<file path="src/rtl/hatch_ctrl.sv">
// Incubation sequencer: debounced start/abort key, staged incubation timer, chick animation loop.
// Define HATCH_TEMP_HOLD_EN to enable the temperature HOLD state and the temp alarm output.
module hatch_ctrl #(
    parameter int unsigned STAGE_MS = 1000,
    parameter int unsigned ANIM_MS  = 250,
    parameter int unsigned DB_MS    = 20
) (
    input  logic       clk,
    input  logic       rst,
    input  logic       key_start,
    input  logic       temp_bad,
    output logic [3:0] num,
    output logic       st,
    output logic       temp,
    output logic       done
);

    localparam int unsigned MS_W = (STAGE_MS > 1) ? $clog2(STAGE_MS) : 1;
    localparam int unsigned AN_W = (ANIM_MS  > 1) ? $clog2(ANIM_MS)  : 1;
    localparam int unsigned DB_W = (DB_MS    > 1) ? $clog2(DB_MS)    : 1;

    localparam logic [MS_W-1:0] MS_LAST = MS_W'(STAGE_MS - 1);
    localparam logic [AN_W-1:0] AN_LAST = AN_W'(ANIM_MS - 1);
    localparam logic [DB_W-1:0] DB_LAST = DB_W'(DB_MS - 1);

    typedef enum logic [1:0] {
        IDLE,
        INCUBATE,
`ifdef HATCH_TEMP_HOLD_EN
        HOLD,
`endif
        HATCHED
    } state_e;

    state_e          state_q;
    logic [3:0]      num_q;
    logic [MS_W-1:0] ms_cnt_q;
    logic [AN_W-1:0] anim_cnt_q;
    logic            st_q;
    logic            done_q;

    logic [1:0]      key_sync_q;
    logic            key_s;
    logic            key_acc_q, key_acc_d;
    logic [DB_W-1:0] db_cnt_q, db_cnt_d;
    logic            press_q, press_d;

    assign key_s = key_sync_q[1];

    // Accepted level flips only after key_s has disagreed with it for DB_MS straight cycles.
    always_comb begin
        key_acc_d = key_acc_q;
        db_cnt_d  = '0;
        press_d   = 1'b0;
        if (key_s != key_acc_q) begin
            if (db_cnt_q == DB_LAST) begin
                key_acc_d = key_s;
                press_d   = key_s;
            end else begin
                db_cnt_d = db_cnt_q + DB_W'(1);
            end
        end
    end

    always_ff @(posedge clk or negedge rst) begin
        if (!rst) begin
            key_sync_q <= '0;
            key_acc_q  <= 1'b0;
            db_cnt_q   <= '0;
            press_q    <= 1'b0;
        end else begin
            key_sync_q <= {key_sync_q[0], key_start};
            key_acc_q  <= key_acc_d;
            db_cnt_q   <= db_cnt_d;
            press_q    <= press_d;
        end
    end

`ifdef HATCH_TEMP_HOLD_EN
    logic [1:0] temp_sync_q;
    logic       temp_s;
    logic       temp_q;

    assign temp_s = temp_sync_q[1];
    assign temp   = temp_q;

    always_ff @(posedge clk or negedge rst) begin
        if (!rst) begin
            temp_sync_q <= '0;
            temp_q      <= 1'b0;
        end else begin
            temp_sync_q <= {temp_sync_q[0], temp_bad};
            temp_q      <= temp_s;
        end
    end
`else
    logic unused_temp_bad;
    assign unused_temp_bad = temp_bad;
    assign temp            = 1'b0;
`endif

    // Abort and illegal-stage recovery share one path back to IDLE ahead of every other event.
    always_ff @(posedge clk or negedge rst) begin
        if (!rst) begin
            state_q    <= IDLE;
            num_q      <= '0;
            ms_cnt_q   <= '0;
            anim_cnt_q <= '0;
            st_q       <= 1'b0;
            done_q     <= 1'b0;
        end else if (state_q != IDLE && (press_q || num_q > 4'd11)) begin
            state_q    <= IDLE;
            num_q      <= '0;
            ms_cnt_q   <= '0;
            anim_cnt_q <= '0;
            st_q       <= 1'b0;
            done_q     <= 1'b0;
        end else begin
            case (state_q)
                IDLE: begin
                    num_q      <= '0;
                    ms_cnt_q   <= '0;
                    anim_cnt_q <= '0;
                    done_q     <= 1'b0;
                    if (press_q) begin
                        state_q <= INCUBATE;
                        st_q    <= 1'b1;
                    end
                end
                INCUBATE: begin
`ifdef HATCH_TEMP_HOLD_EN
                    if (temp_s) begin
                        state_q <= HOLD;
                    end else
`endif
                    if (ms_cnt_q == MS_LAST) begin
                        ms_cnt_q <= '0;
                        if (num_q == 4'd7) begin
                            num_q   <= 4'd8;
                            state_q <= HATCHED;
                            done_q  <= 1'b1;
                        end else begin
                            num_q <= num_q + 4'd1;
                        end
                    end else begin
                        ms_cnt_q <= ms_cnt_q + MS_W'(1);
                    end
                end
`ifdef HATCH_TEMP_HOLD_EN
                HOLD: begin
                    if (!temp_s) begin
                        state_q <= INCUBATE;
                    end
                end
`endif
                HATCHED: begin
                    if (anim_cnt_q == AN_LAST) begin
                        anim_cnt_q <= '0;
                        num_q      <= (num_q == 4'd11) ? 4'd8 : num_q + 4'd1;
                    end else begin
                        anim_cnt_q <= anim_cnt_q + AN_W'(1);
                    end
                end
                default: begin
                    state_q    <= IDLE;
                    num_q      <= '0;
                    ms_cnt_q   <= '0;
                    anim_cnt_q <= '0;
                    st_q       <= 1'b0;
                    done_q     <= 1'b0;
                end
            endcase
        end
    end

    assign num  = num_q;
    assign st   = st_q;
    assign done = done_q;

endmodule

</file>
<file path="config.mk">
export PLATFORM = sky130hd
export DESIGN_NAME = hatch_ctrl
export DESIGN_NICKNAME = d
export VERILOG_FILES = /design/src/rtl/hatch_ctrl.sv
export SDC_FILE = /design/constraint.sdc
export NUM_CORES = 1
export LEC_CHECK = 0
export CELL_PAD_IN_SITES_DETAIL_PLACEMENT = 0
export CELL_PAD_IN_SITES_GLOBAL_PLACEMENT = 1
export CORE_ASPECT_RATIO = 0.6
export CORE_MARGIN = 3
export CORE_UTILIZATION = 47
export CTS_CLUSTER_SIZE = 8
export DETAILED_ROUTE_END_ITERATION = 7
export PLACE_DENSITY_LB_ADDON = 0.1
export SLEW_MARGIN = 20
export SYNTH_ARGS = -nofsm -noshare
export SYNTH_HDL_FRONTEND = slang
export SYNTH_SLANG_ARGS = --single-unit
</file>
<file path="constraint.sdc">
create_clock -name clk -period 4.25 [get_ports clk]
set_clock_uncertainty 0.1 [all_clocks]
set_input_delay 0.85 -clock clk [delete_from_list [all_inputs] [get_ports clk]]
set_output_delay 0.85 -clock clk [all_outputs]
set_load 0.01 [all_outputs]
</file>
==> results of run 1 <==
## final timing paths
| path | to | depth (start not counted) | start | slack (ps) |
|---|---|---|---|---|
| max reg2reg | ms_cnt_q[7]$_DFFE_PN0P_ | 7 | state_q[1]$_DFFE_PN0P_ | 1920 |
| max in group asynchronous | anim_cnt_q[3]$_DFFE_PN0N_ | 2 | rst | 2860 |
| max | ms_cnt_q[7]$_DFFE_PN0P_ | 7 | state_q[1]$_DFFE_PN0P_ | 1920 |
| min reg2reg | key_sync_q[1]$_DFF_PN0_ | 0 | key_sync_q[0]$_DFF_PN0_ | 250 |
| min in group asynchronous | ms_cnt_q[4]$_DFFE_PN0P_ | 2 | rst | 880 |
| min | key_sync_q[1]$_DFF_PN0_ | 0 | key_sync_q[0]$_DFF_PN0_ | 250 |
## stage by stage
stage	area [µm²]	cells	hold WS [ps]
6_report	2060	242	248
5_1_grt	2060	242	258
4_1_cts	2060	242	251
3_5_place_dp	1990	236	237
3_3_place_gp	1990	236	232
2_1_floorplan	1870	184	231
## per-layer routing
layer / part of all wire (%) / wire length (µm) / track usage [%] / up-vias
met5: 0 / 0 / 0 / -
met4: 0.65 / 22 / 4.59 / 0
met3: 2.9 / 99 / 4.51 / 5
met2: 42 / 1410 / 23.0 / 16
met1: 54 / 1830 / 23.4 / 645
li1: - / - / - / 660
## cell usage in the layout, fill, tap and decap left out, types with 2 or more instances in the layout
cell / netlist / final
nand4_1: 4 / 4
a31oi_1: 3 / 3
a21oi_1: 5 / 5
nand3b_1: 2 / 2
and3_1: 5 / 5
o21ai_2: 2 / 2
nand2b_1: 3 / 3
inv_1: 5 / 5
clkbuf_8: 0 / 5
nor2b_1: 2 / 2
dfrtp_1: 35 / 35
clkdlybuf4s50_1: 0 / 8
xor2_1: 8 / 8
nand2_1: 19 / 19
xnor2_1: 7 / 7
o21ai_0: 8 / 8
nand3_1: 6 / 6
nand3_2: 2 / 2
ha_1: 11 / 11
nor3b_1: 4 / 4
o22ai_1: 2 / 2
nor2_1: 23 / 23
mux2_2: 4 / 4
nor3_1: 3 / 3
## kinds of logic after synthesis
logic type / after synthesis
muxes: 4
AOI/OAI and AO/OA: 28
buffers and inverters: 9
and+or+nand+nor: 81
xor gates and xnor gates: 15
other: 1
adders and majority gates: 11
DFF: 35
## final cells by class
class	instances	area, µm²	share of cell area, %
clock buffer	6	72.6	3.52
sequential	35	876	42.5
multi-input combinational	140	948	46.0
tap	47	58.8	2.85
timing repair buffer	9	87.6	4.25
inverter	5	18.8	0.910
## flip-flops by register name, summed over array words and instances (netlist names)
| register | count |
|---|---|
| ms_cnt_q | 10 |
| anim_cnt_q | 8 |
| db_cnt_q | 5 |
| num | 4 |
| key_sync_q | 2 |
| state_q | 2 |
| done | 1 |
| key_acc_q | 1 |
| press_q | 1 |
| st | 1 |
## power by group
group | leakage (µW) | switching [µW] | internal, µW
logic | 0.000388 | 230 | 152
clock network | 0.0000371 | 104 | 109
registers | 0.000473 | 37.4 | 374
total | 0.000898 | 372 | 636
==> reports/metrics.cfg, run 1 <==
[die]
die_h_um=54.8
start_util_pct=49.8
io_pins=11
dieWidth_um=87.3
rows=17
die-area_mm2=0.00479
coreArea_mm2=0.00374

[synthesis]
synth.most_common_cell=dfrtp_1
synth_flop_cell=dfrtp_1
synthMuxAreaShare_pct=2.41
yosys.area.top_type=dfrtp_1
synthAdderAreaFrac_pct=7.38
synth_compound_area_share_pct=9.79
synth_top_family_by_area=simple AND/OR/NAND/NOR gates
syn_inst=184
yosys_register_bits=35
synth_cell_types=41
ys_seq_area_share_pct=46.9
synthesis.nets=199
synth_area_leaders=dfrtp_1 47%, ha_1 7.4%, nor2_1 4.6%, nand2_1 3.8%, xor2_1 3.8%
yosys_warnings=0
synth.avg_cell_area_um2=10.1
synth_simple_gate_area_share_pct=24.0
yosys.area.top_type_share_pct=46.9
synth_area_mm2=0.00187
synth_edf_count=0
async_flop_share_pct=100
yosys-top-cells-count=35 x dfrtp_1, 23 x nor2_1, 19 x nand2_1
yosys.area_share.xor_xnor_pct=7.04

[grt]
grt_pass1_wl_um=5890
antenna_found_initial=0
track_usage_pct=16.0
grt_pass1_vias=1268
grt_overflow=0
grt_max_degree=36

[place]
pre_cts_ws_ps=1950
dp_hpwl_um=2500
place_congestion=0.786
numPortBuffers=8

[clocking]
clkLatencyLatePin_ps=270
path_clk_slew_ps=70
htreeDepth=2
clock-root-buffer=clkbuf_8
cts_hold_buf=0
clock_path_buffers=2
cts_buffers=5
cts_tree=done
cts_setup_buffers=0
clkSinkCount=35
cts_resized=0

[drt]
drt_wl_total_um=3360
drtIter0Drc=57
dr.pass1.iters=4
routed_via_density=5.48
drc_errors=0
wl_per_cell_um=13.9
ant_nets=0
vias=1326

[final_layout]
layout-drive-gt1-share_pct=10.8
fin_util_pct=55.1
layout.nets=211
diodes=0
fill_cells=346
syn_to_final_growth_pct=10.5

[critical_path]
path_delay_family=simple AND/OR/NAND/NOR gates
critical_path_class=reg -> reg
cp.arrival_ps=2430
max_stage_delay_ps=520
crit_fanout=9
slowest_stage=nor3_1
cp-end-kind=flip-flop
cp.required_ps=4340
path_buf_inv=1
critPathLaunchType=flip-flop
path_cells=inv_1, ha_1, nand3b_1, nand3_2, nor3_1, o21ai_0, a31oi_1

[power_and_ir_drop]
ir_worst_vdd_mv=0.274
p_per_area_mw_per_mm2=489
leakagePower_uw=0.000898
p_total_uw=1010

[timing]
max_slew_margin_pct=64.5
fin_tns_setup_ps=0
final_hold_viol_count=0
fmax_ghz=0.428
max_slew.worst_pin.slew_ps=528
slew_viol_final=0
min_period_ps=2330
setup_viol=0
fin_ws_ps=1920
rsz0062_at_grt=no
fin_crit_sh_pct=54.9

[flow_run]
drv_cap=0

[min_path]
min_path_type=reg -> reg

[run_status]
outcome=finished clean

No activity file was read; power rests on OpenSTA's default activity.
==> inputs of run 2 (changes only) <==
Settings changed: CORE_UTILIZATION 47 to 46.
Clock period 4.25 ns to 2.3 ns, I/O delays scaled along.
==> run 2 against run 1 <==
  * Flip-flop and latch count is the same
  * Global-route usage grew 0.18 points
  * First-iteration DRC count grew 51%
  * Non-clock buffer count grew 5
  * Sequential power grew 86%
  * Utilization grew 0.37 points
  * Register-to-register slack lost 1800 ps
  * Power grew 93%
  * Critical path type unchanged
  * Wire length grew 6.1%
  * Die area grew 2.0%
  * Critical path depth is the same
  * Largest cell class unchanged
  * Clock power grew 83%
==> reports/metrics.cfg, run 2 (synthesis results as in run 1) <==
[grt]
grt_max_degree=36  ; unchanged
grt_overflow=0  ; unchanged
grt_pass1_wl_um=6240  ; +6.0%
track_usage_pct=16.2  ; +0.18 points
antenna_found_initial=0  ; unchanged
grt_pass1_vias=1311  ; +3.4%

[clocking]
path_clk_slew_ps=60  ; about the same
cts_hold_buf=0  ; unchanged
cts_tree=done
cts_buffers=5  ; unchanged
htreeDepth=2  ; unchanged
clock_path_buffers=2  ; unchanged
clkLatencyLatePin_ps=270  ; about the same
clkSinkCount=35  ; unchanged
clock-root-buffer=clkbuf_8
cts_resized=0  ; unchanged
cts_setup_buffers=0  ; unchanged

[final_layout]
regArea_um2=876  ; unchanged
top_regs=ms_cnt_q x10, anim_cnt_q x8, db_cnt_q x5
regMostFlops=ms_cnt_q
syn_to_final_growth_pct=12.5
final_cells=247  ; +2.1%
final_common_cell=dfrtp_1
largest_reg_flops=10  ; unchanged
layout.nets=216  ; +2.4%
multi_input_area_um2=948  ; unchanged
diodes=0  ; unchanged
fill_cells=328  ; -5.2%
most-common-layout-cells=35 x dfrtp_1, 23 x nor2_1, 19 x nand2_1
layout-drive-gt1-share_pct=13.0  ; +2.2 points

[power_and_ir_drop]
p_per_area_mw_per_mm2=926  ; +89%
leakagePower_uw=0.000921  ; +2.6%
ir_worst_vdd_mv=0.361  ; +32%

[die]
rows=17  ; unchanged
die_h_um=55.3  ; +0.97%
die-area_mm2=0.00488  ; +2.0%
dieWidth_um=88.2  ; +1.0%
io_pins=11  ; unchanged
start_util_pct=49.3  ; -0.56 points
coreArea_mm2=0.00379  ; +1.1%

[critical_path]
cp.arrival_ps=2280  ; -150 ps
critPathLaunchType=flip-flop
path_buf_inv=1  ; unchanged
slowest_stage=or4_4
cp-startpoint=state_q[0]$_DFFE_PN0P_
max_stage_delay_ps=570  ; +50 ps
path_delay_family=simple AND/OR/NAND/NOR gates
critical_path_class=reg -> reg
crit_fanout=6  ; -3
cp.required_ps=2410  ; -1930 ps
reg2reg_from=state_q[0]$_DFFE_PN0P_
cp-end-kind=flip-flop
path_cells=inv_1, ha_1, nand3b_1, nand3_1, o22ai_2, or4_4, o21ai_2

[drt]
dr.pass1.iters=4  ; unchanged
drtIter0Drc=86  ; +51%
drt_wl_total_um=3570  ; +6.1%
routed_via_density=5.44  ; -0.77%
ant_nets=0  ; unchanged
drc_errors=0  ; unchanged
wl_per_cell_um=14.4  ; +3.9%
vias=1343  ; +1.3%

[timing]
setup_viol=0  ; unchanged
fin_crit_sh_pct=94.3  ; +39 points
min_period_ps=2170  ; -167 ps
fmax_ghz=0.461  ; +7.7%
final_hold_viol_count=0  ; unchanged
rsz0062_at_grt=no
fin_tns_setup_ps=0  ; unchanged
slew_viol_final=0  ; unchanged

[place]
numPortBuffers=8  ; unchanged
dp_hpwl_um=2630  ; +5.3%
place_congestion=0.806  ; +2.6%
dp_cells=241  ; +2.1%

[flow_run]
drv_cap=0  ; unchanged

[min_path]
min_path_type=reg -> reg
min-delay-start=key_sync_q[0]$_DFF_PN0_

[run_status]
outcome=finished clean

==> run 2: changes by cell type in the layout (fill, tap and decap cells not counted) <==
cell / delta
buf_4: +5
==> run 2: final timing paths <==
kind,depth (start not counted),slack [ps],endpoint
setup / recovery,7,130,num[2]$_DFFE_PN0P_
hold / removal,0,250,key_sync_q[1]$_DFF_PN0_
setup reg to reg,7,130,num[2]$_DFFE_PN0P_
hold reg to reg,0,250,key_sync_q[1]$_DFF_PN0_
max in group asynchronous,2,1290,anim_cnt_q[7]$_DFFE_PN0N_
min in group asynchronous,2,500,st$_DFFE_PN0P_
==> run 2: routing by layer <==
metal	global-route usage [%]	wire length (µm)
met1	25.9	2010
met2	21.3	1410
met3	4.92	120
met4	3.23	24
met5	0	0
==> run 2: cell type report <==
type,count,area share (%)
multi-input cells,140,45.2
flip-flops and latches,35,41.7
repair buffers,14,5.96
clock buffers,6,3.46
well taps,47,2.80
inverters,5,0.894
==> run 2: power breakdown <==
| part | switching, µW | internal (µW) | total (µW) |
|---|---|---|---|
| combinational | 445 | 344 | 788 |
| clock | 188 | 201 | 389 |
| sequential | 75.3 | 692 | 767 |
==> run 2: worst reg2reg max path: stages, from the launching register on <==
cell and delay [ps]:
dfrtp_1 390, inv_1 100, ha_1 270, nand3b_1 270, nand3_1 170, o22ai_2 110
or4_4 570, o21ai_2 120
==> run 2: per-stage QoR <==
step | hold WS, ps | worst slack (ps) | utilization (%) | instance area (µm²) | total power [µW]
finish | 249 | 132 | 55.5 | 2100 | 1940
global route | 275 | 0.589 | 55.5 | 2100 | 2080
CTS | 250 | 146 | 55.5 | 2100 | 1950
detailed placement | 235 | 161 | 53.5 | 2030 | 1550
global placement | 235 | 219 | 53.5 | 2030 | 1530
floorplan | 64.4 | 237 | - | 1870 | 1270
==> inputs of run 3 (changes only) <==
Settings changed: GPL_ROUTABILITY_DRIVEN set to 0.
==> results of run 3 <==
Final layout, timing and power as in run 2 (identical DEF).
==> variant 1: new RTL, config.mk and constraints of run 1 <==
Register the input `key_start` before use. The logic sees it one clock later. The other inputs are not delayed to match.
--- a/src/rtl/hatch_ctrl.sv
+++ b/src/rtl/hatch_ctrl.sv
@@ -33,2 +33,8 @@
     } state_e;
+
+    logic key_start_q;
+
+    always_ff @(posedge clk) begin
+        key_start_q <= key_start;
+    end
 
@@ -71,3 +77,3 @@
         end else begin
-            key_sync_q <= {key_sync_q[0], key_start};
+            key_sync_q <= {key_sync_q[0], key_start_q};
             key_acc_q  <= key_acc_d;
Behaviour: same outputs for any inputs over 10 cycles, from zero or initial values and one cycle with rst low; that may be too few to reach the edited logic, so the function may still have changed.
==> variant 1 against run 1 <==
  * Maximum frequency decreased by 1.8%
  * Cell area increased by 1.9%
  * Total power increased by 6.4%
  * Wire length increased by 1.0%
  * Global-route usage increased by 0.16 points
  * Synthesized area increased by 1.2%
  * Setup slack got worse by 0.043 ns
  * Sequential cell count increased by 1
  * Die area increased by 1.1%
==> variant 1: results (changes against run 1) <==
Syn_area_per_cell = 10.3 um^2 (was 10.1 um^2)
Worst vdd ir = 0.000295 V (was 0.000274 V)
Clock Latency Late Sink = 0.28 ns
Worst slew pin tran = 0.590 ns (was 0.528 ns)
Placed cell areas = 0.00200 mm^2 (was 0.00199 mm^2)
Net Count, Synth = 198 (was 199)
WP data arrival = 1.43 ns (was 2.43 ns)
Ranking of synthesized cells by area = dfrtp_1 (46%), ha_1 (6.6%), nor2_1 (4.8%), xor2_1 (4.6%), nand3_1 (3.2%) (was dfrtp_1 (47%), ha_1 (7.4%), nor2_1 (4.6%), nand2_1 (3.8%), xor2_1 (3.8%))
Crit path max-delay cell type = clkdlybuf4s50_1 (was nor3_1)
Post-DP HPWL = 2440 um (was 2500 um)
Fillers = 308 (was 346)
CTS buffer count = 5 (unchanged)
Via Count = 1325 (was 1326)
Synthesis Warnings = 0 (unchanged)
Initial DRC count = 58 (was 57)
Worst Hold End = key_sync_q[0] (was key_sync_q[1])
Critical R2R Launch = state_q[0] (was state_q[1])
Met2 WL = 1360 um (was 1410 um)
Mux share of post-synthesis cell area = 0.0252 (was 0.0241)
Layout cells sized above 1 = 0.0918 (was 0.108)
Top flop regs = ms_cnt_q: 10 flops, anim_cnt_q: 8 flops, db_cnt_q: 5 flops (unchanged)
Initial antenna violation count = 0 (unchanged)
Hold path start = key_start_q (was key_sync_q[0])
Hold path cells = 0 (unchanged)
R2R cell count = 7 (unchanged)
Worst hold margin = 0.246 ns (was 0.248 ns)
Htree depth = 2 (unchanged)
Post-Synth XOR/XNOR Area = 0.0696 (was 0.0704)
Leakage power = 0.958 nW (was 0.898 nW)
Post-Synth Adder-Cell Area = 0.0663 (was 0.0738)
Vias in the first global route = 1225 (was 1268)
Compound-cell area share of the yosys netlist = 0.111 (was 0.0979)
Distinct cell type count after synthesis = 41 (unchanged)
Post-Place Cells = 236 (unchanged)
I/O Buffers = 8 (unchanged)
Total inserted antenna cells = 0 (unchanged)
Die Area = 0.00484 mm^2 (was 0.00479 mm^2)
Layout Nets = 210 (was 211)
Routability congestion estimate = 0.754 (was 0.786)
Worst stage delay on the critical path = 0.61 ns (was 0.52 ns)
Highest routed layer = met4 (unchanged)
Wl on met1 = 1880 um (was 1830 um)
Asr flop ratio synth = 0.972 (was 1.00)
Top post-synthesis cells by count = dfrtp_1 (35), nor2_1 (24), nand2_1 (14) (was dfrtp_1 (35), nor2_1 (23), nand2_1 (19))
Gr usage total = 0.162 (was 0.160)
Routed len/inst = 14.0 um (was 13.9 um)
Util after Layout = 0.558 (was 0.551)
RR Endpoint = state_q[0] (was ms_cnt_q[7])
R2r setup slk = 2.04 ns (was 1.92 ns)
First-pass DRT Iterations = 4 (unchanged)
Seq/Total Area, Yosys = 0.474 (was 0.469)
Critical path's top delay family = buffers and inverters (was simple AND/OR/NAND/NOR gates)
Global-route wire length before repair = 5870 um (was 5890 um)
Outcome = completed (unchanged)
Total Wirelength = 3400 um (was 3360 um)
Pre-CTS setup slack = 2.07 ns (was 1.95 ns)
Routed length on met3 = 124 um (was 99 um)
-- variant 1: routing by layer --
layer	track usage	up-vias
li1	-	669
met1	0.239	629
met2	0.223	21
met3	0.0503	6
met4	0.0510	0
met5	0	-
-- variant 1: where the power goes --
part | switching [mW] | internal, mW | leakage [nW]
clock | 0.116 | 0.144 | 0.0503
sequential | 0.0356 | 0.382 | 0.481
combinational | 0.232 | 0.162 | 0.426
-- variant 1: worst max path at each step --
stage | start | to | slack, ns | depth (start not counted)
final | num[2] | num[2] | 1.87 | 1
after global routing | num[2] | num[2] | 1.79 | 1
after CTS | num[2] | num[2] | 1.86 | 1
after detailed placement | state_q[0] | state_q[0] | 2.07 | 7
after global placement | state_q[0] | state_q[0] | 2.10 | 7
after floorplan | state_q[0] | state_q[0] | 2.21 | 8
-- variant 1: cell type report --
class	instances	area share
inverter	6	0.0107
timing repair buffer	9	0.0417
sequential	36	0.426
clock buffer	7	0.0459
multi-input combinational	138	0.447
tap	47	0.0280
==> variant 2: new RTL, config.mk and constraints of run 1 <==
Made on the original files. Add a define of `HATCH_TEMP_HOLD_EN`.
--- a/src/rtl/hatch_ctrl.sv
+++ b/src/rtl/hatch_ctrl.sv
@@ -2,2 +2,4 @@
 // Define HATCH_TEMP_HOLD_EN to enable the temperature HOLD state and the temp alarm output.
+`define HATCH_TEMP_HOLD_EN
+
 module hatch_ctrl #(
Function: changed (a bounded check fails within 4 cycles, from zero or initial values and one cycle with rst low).
==> variant 2 against run 1 <==
  * Utilization is 0.42 points higher
  * Setup slack worse by 0.065 ns
  * Wire length is 34% higher
  * Synthesized area is 11% higher
  * Register-to-register slack better by 0.03 ns
  * Cell area is 13% higher
  * Global-route usage is 2.8 points higher
  * Die area is 10% higher
  * Sequential cell count is 3 higher
  * Largest cell class unchanged
  * Highest routed layer unchanged
Power is not compared: it rests on default switching activity, and its combinational part moved more than twofold at a synthesized area within 25%.
==> variant 2: results (changes against run 1) <==
Hold crit path type = flip-flop to flip-flop (unchanged)
Distinct cell type count after synthesis = 46 (was 41)
Hold path start = key_sync_q[0] (unchanged)
Worst slew pin tran = 0.836 ns (was 0.528 ns)
CP Max Fanout = 12 (was 9)
Clock tree buffer depth = 2 (unchanged)
Global-route wire length before repair = 7870 um (was 5890 um)
R2r setup slk = 1.95 ns (was 1.92 ns)
Layout Nets = 238 (was 211)
Via Count = 1676 (was 1326)
Total inserted antenna cells = 0 (unchanged)
Worst stage delay on the critical path = 0.62 ns (was 0.52 ns)
CTS buffer count = 5 (unchanged)
Largest net degree at the start of global routing = 39 (was 36)
Layout cells sized above 1 = 0.0708 (was 0.108)
Total Wirelength = 4500 um (was 3360 um)
Gate Count Post-Synth = 218 (was 184)
Post-DP HPWL = 3210 um (was 2500 um)
Post-Place Cells = 278 (was 236)
Vias in the first global route = 1606 (was 1268)
Grt ovf = 0 (unchanged)
Critical R2R Launch = ms_cnt_q[0] (was state_q[1])
Clock Latency Late Sink = 0.29 ns (was 0.27 ns)
RR Endpoint = num[1] (was ms_cnt_q[7])
I/O Buffers = 10 (was 8)
Outcome = completed (unchanged)
Seq/Total Area, Yosys = 0.458 (was 0.469)
Top post-synthesis cells by count = dfrtp_1 (38), nand2_1 (20), a21oi_1 (16) (was dfrtp_1 (35), nor2_1 (23), nand2_1 (19))
Gr usage total = 0.188 (was 0.160)
Htree depth = 2 (unchanged)
Met3 usage = 0.0632 (was 0.0451)
Most common cell after layout, fill and taps aside = dfrtp_1 (unchanged)
WP data arrival = 1.45 ns (was 2.43 ns)
Crit path max-delay cell type = clkdlybuf4s50_1 (was nor3_1)
Critical path's top delay family = buffers and inverters (was simple AND/OR/NAND/NOR gates)
Ranking of synthesized cells by area = dfrtp_1 (46%), ha_1 (5.4%), a21oi_1 (3.9%), nand2_1 (3.6%), nand3_1 (3.6%) (was dfrtp_1 (47%), ha_1 (7.4%), nor2_1 (4.6%), nand2_1 (3.8%), xor2_1 (3.8%))
R2R cell count = 5 (was 7)
Vias/cell = 5.86 (was 5.48)
Grt met1 use = 0.284 (was 0.234)
Initial DRC count = 163 (was 57)
Routability congestion estimate = 0.794 (was 0.786)
Net Count, Synth = 231 (was 199)
GRT met2 Usage = 0.264 (was 0.230)
-- variant 2: layout make-up --
type                    count  area (um^2)
multi-input cells         159         1050
clock inverters             3         45.0
well taps                  60         75.1
inverters                  11         41.3
fillers                   362         1860
clock buffers               5         68.8
flip-flops and latches     38          951
repair buffers             10         95.1
-- variant 2: kinds of logic after synthesis --
logic type,after synthesis,share of synthesized area
AND/OR/NAND/NOR,80,0.199
AO/OA/AOI/OAI,59,0.198
flip-flops,38,0.458
buffers and inverters,21,0.0392
adder cells (fa/ha/maj),9,0.0542
multiplexers,6,0.0307
XOR/XNOR,5,0.0211
-- variant 2: how the worst max path moves through the flow --
stage,end,startpoint
floorplan,num[1],ms_cnt_q[0]
global placement,ms_cnt_q[7],state_q[0]
detailed placement,ms_cnt_q[7],state_q[1]
CTS,ms_cnt_q[5],state_q[1]
global route,num[3],num[3]
finish,num[3],num[3]
-- variant 2: per-stage QoR --
step,power [mW],setup WS [ns],area (um^2),util,hold WS (ns)
floorplan,0.382,2.18,2080,-,0.231
global placement,0.393,1.96,2210,0.527,0.237
detailed placement,0.394,1.85,2210,0.527,0.245
CTS,0.704,1.81,2320,0.554,0.264
global route,0.729,1.78,2320,0.555,0.275
finish,0.698,1.85,2320,0.555,0.259
-- variant 2: power by group through the flow --
stage	logic, mW	registers, mW	clock network [mW]
final	0.0163	0.370	0.312
after global routing	0.0197	0.371	0.338
after CTS	0.0173	0.370	0.316
after detailed placement	0.0171	0.377	0
after global placement	0.0162	0.377	0
after floorplan	0.00613	0.376	0
-- variant 2: layer usage --
layer,vias to the layer above,part of all wire
li1,817,-
met1,807,0.51
met2,50,0.41
met3,2,0.075
met4,0,0.0033
met5,-,0
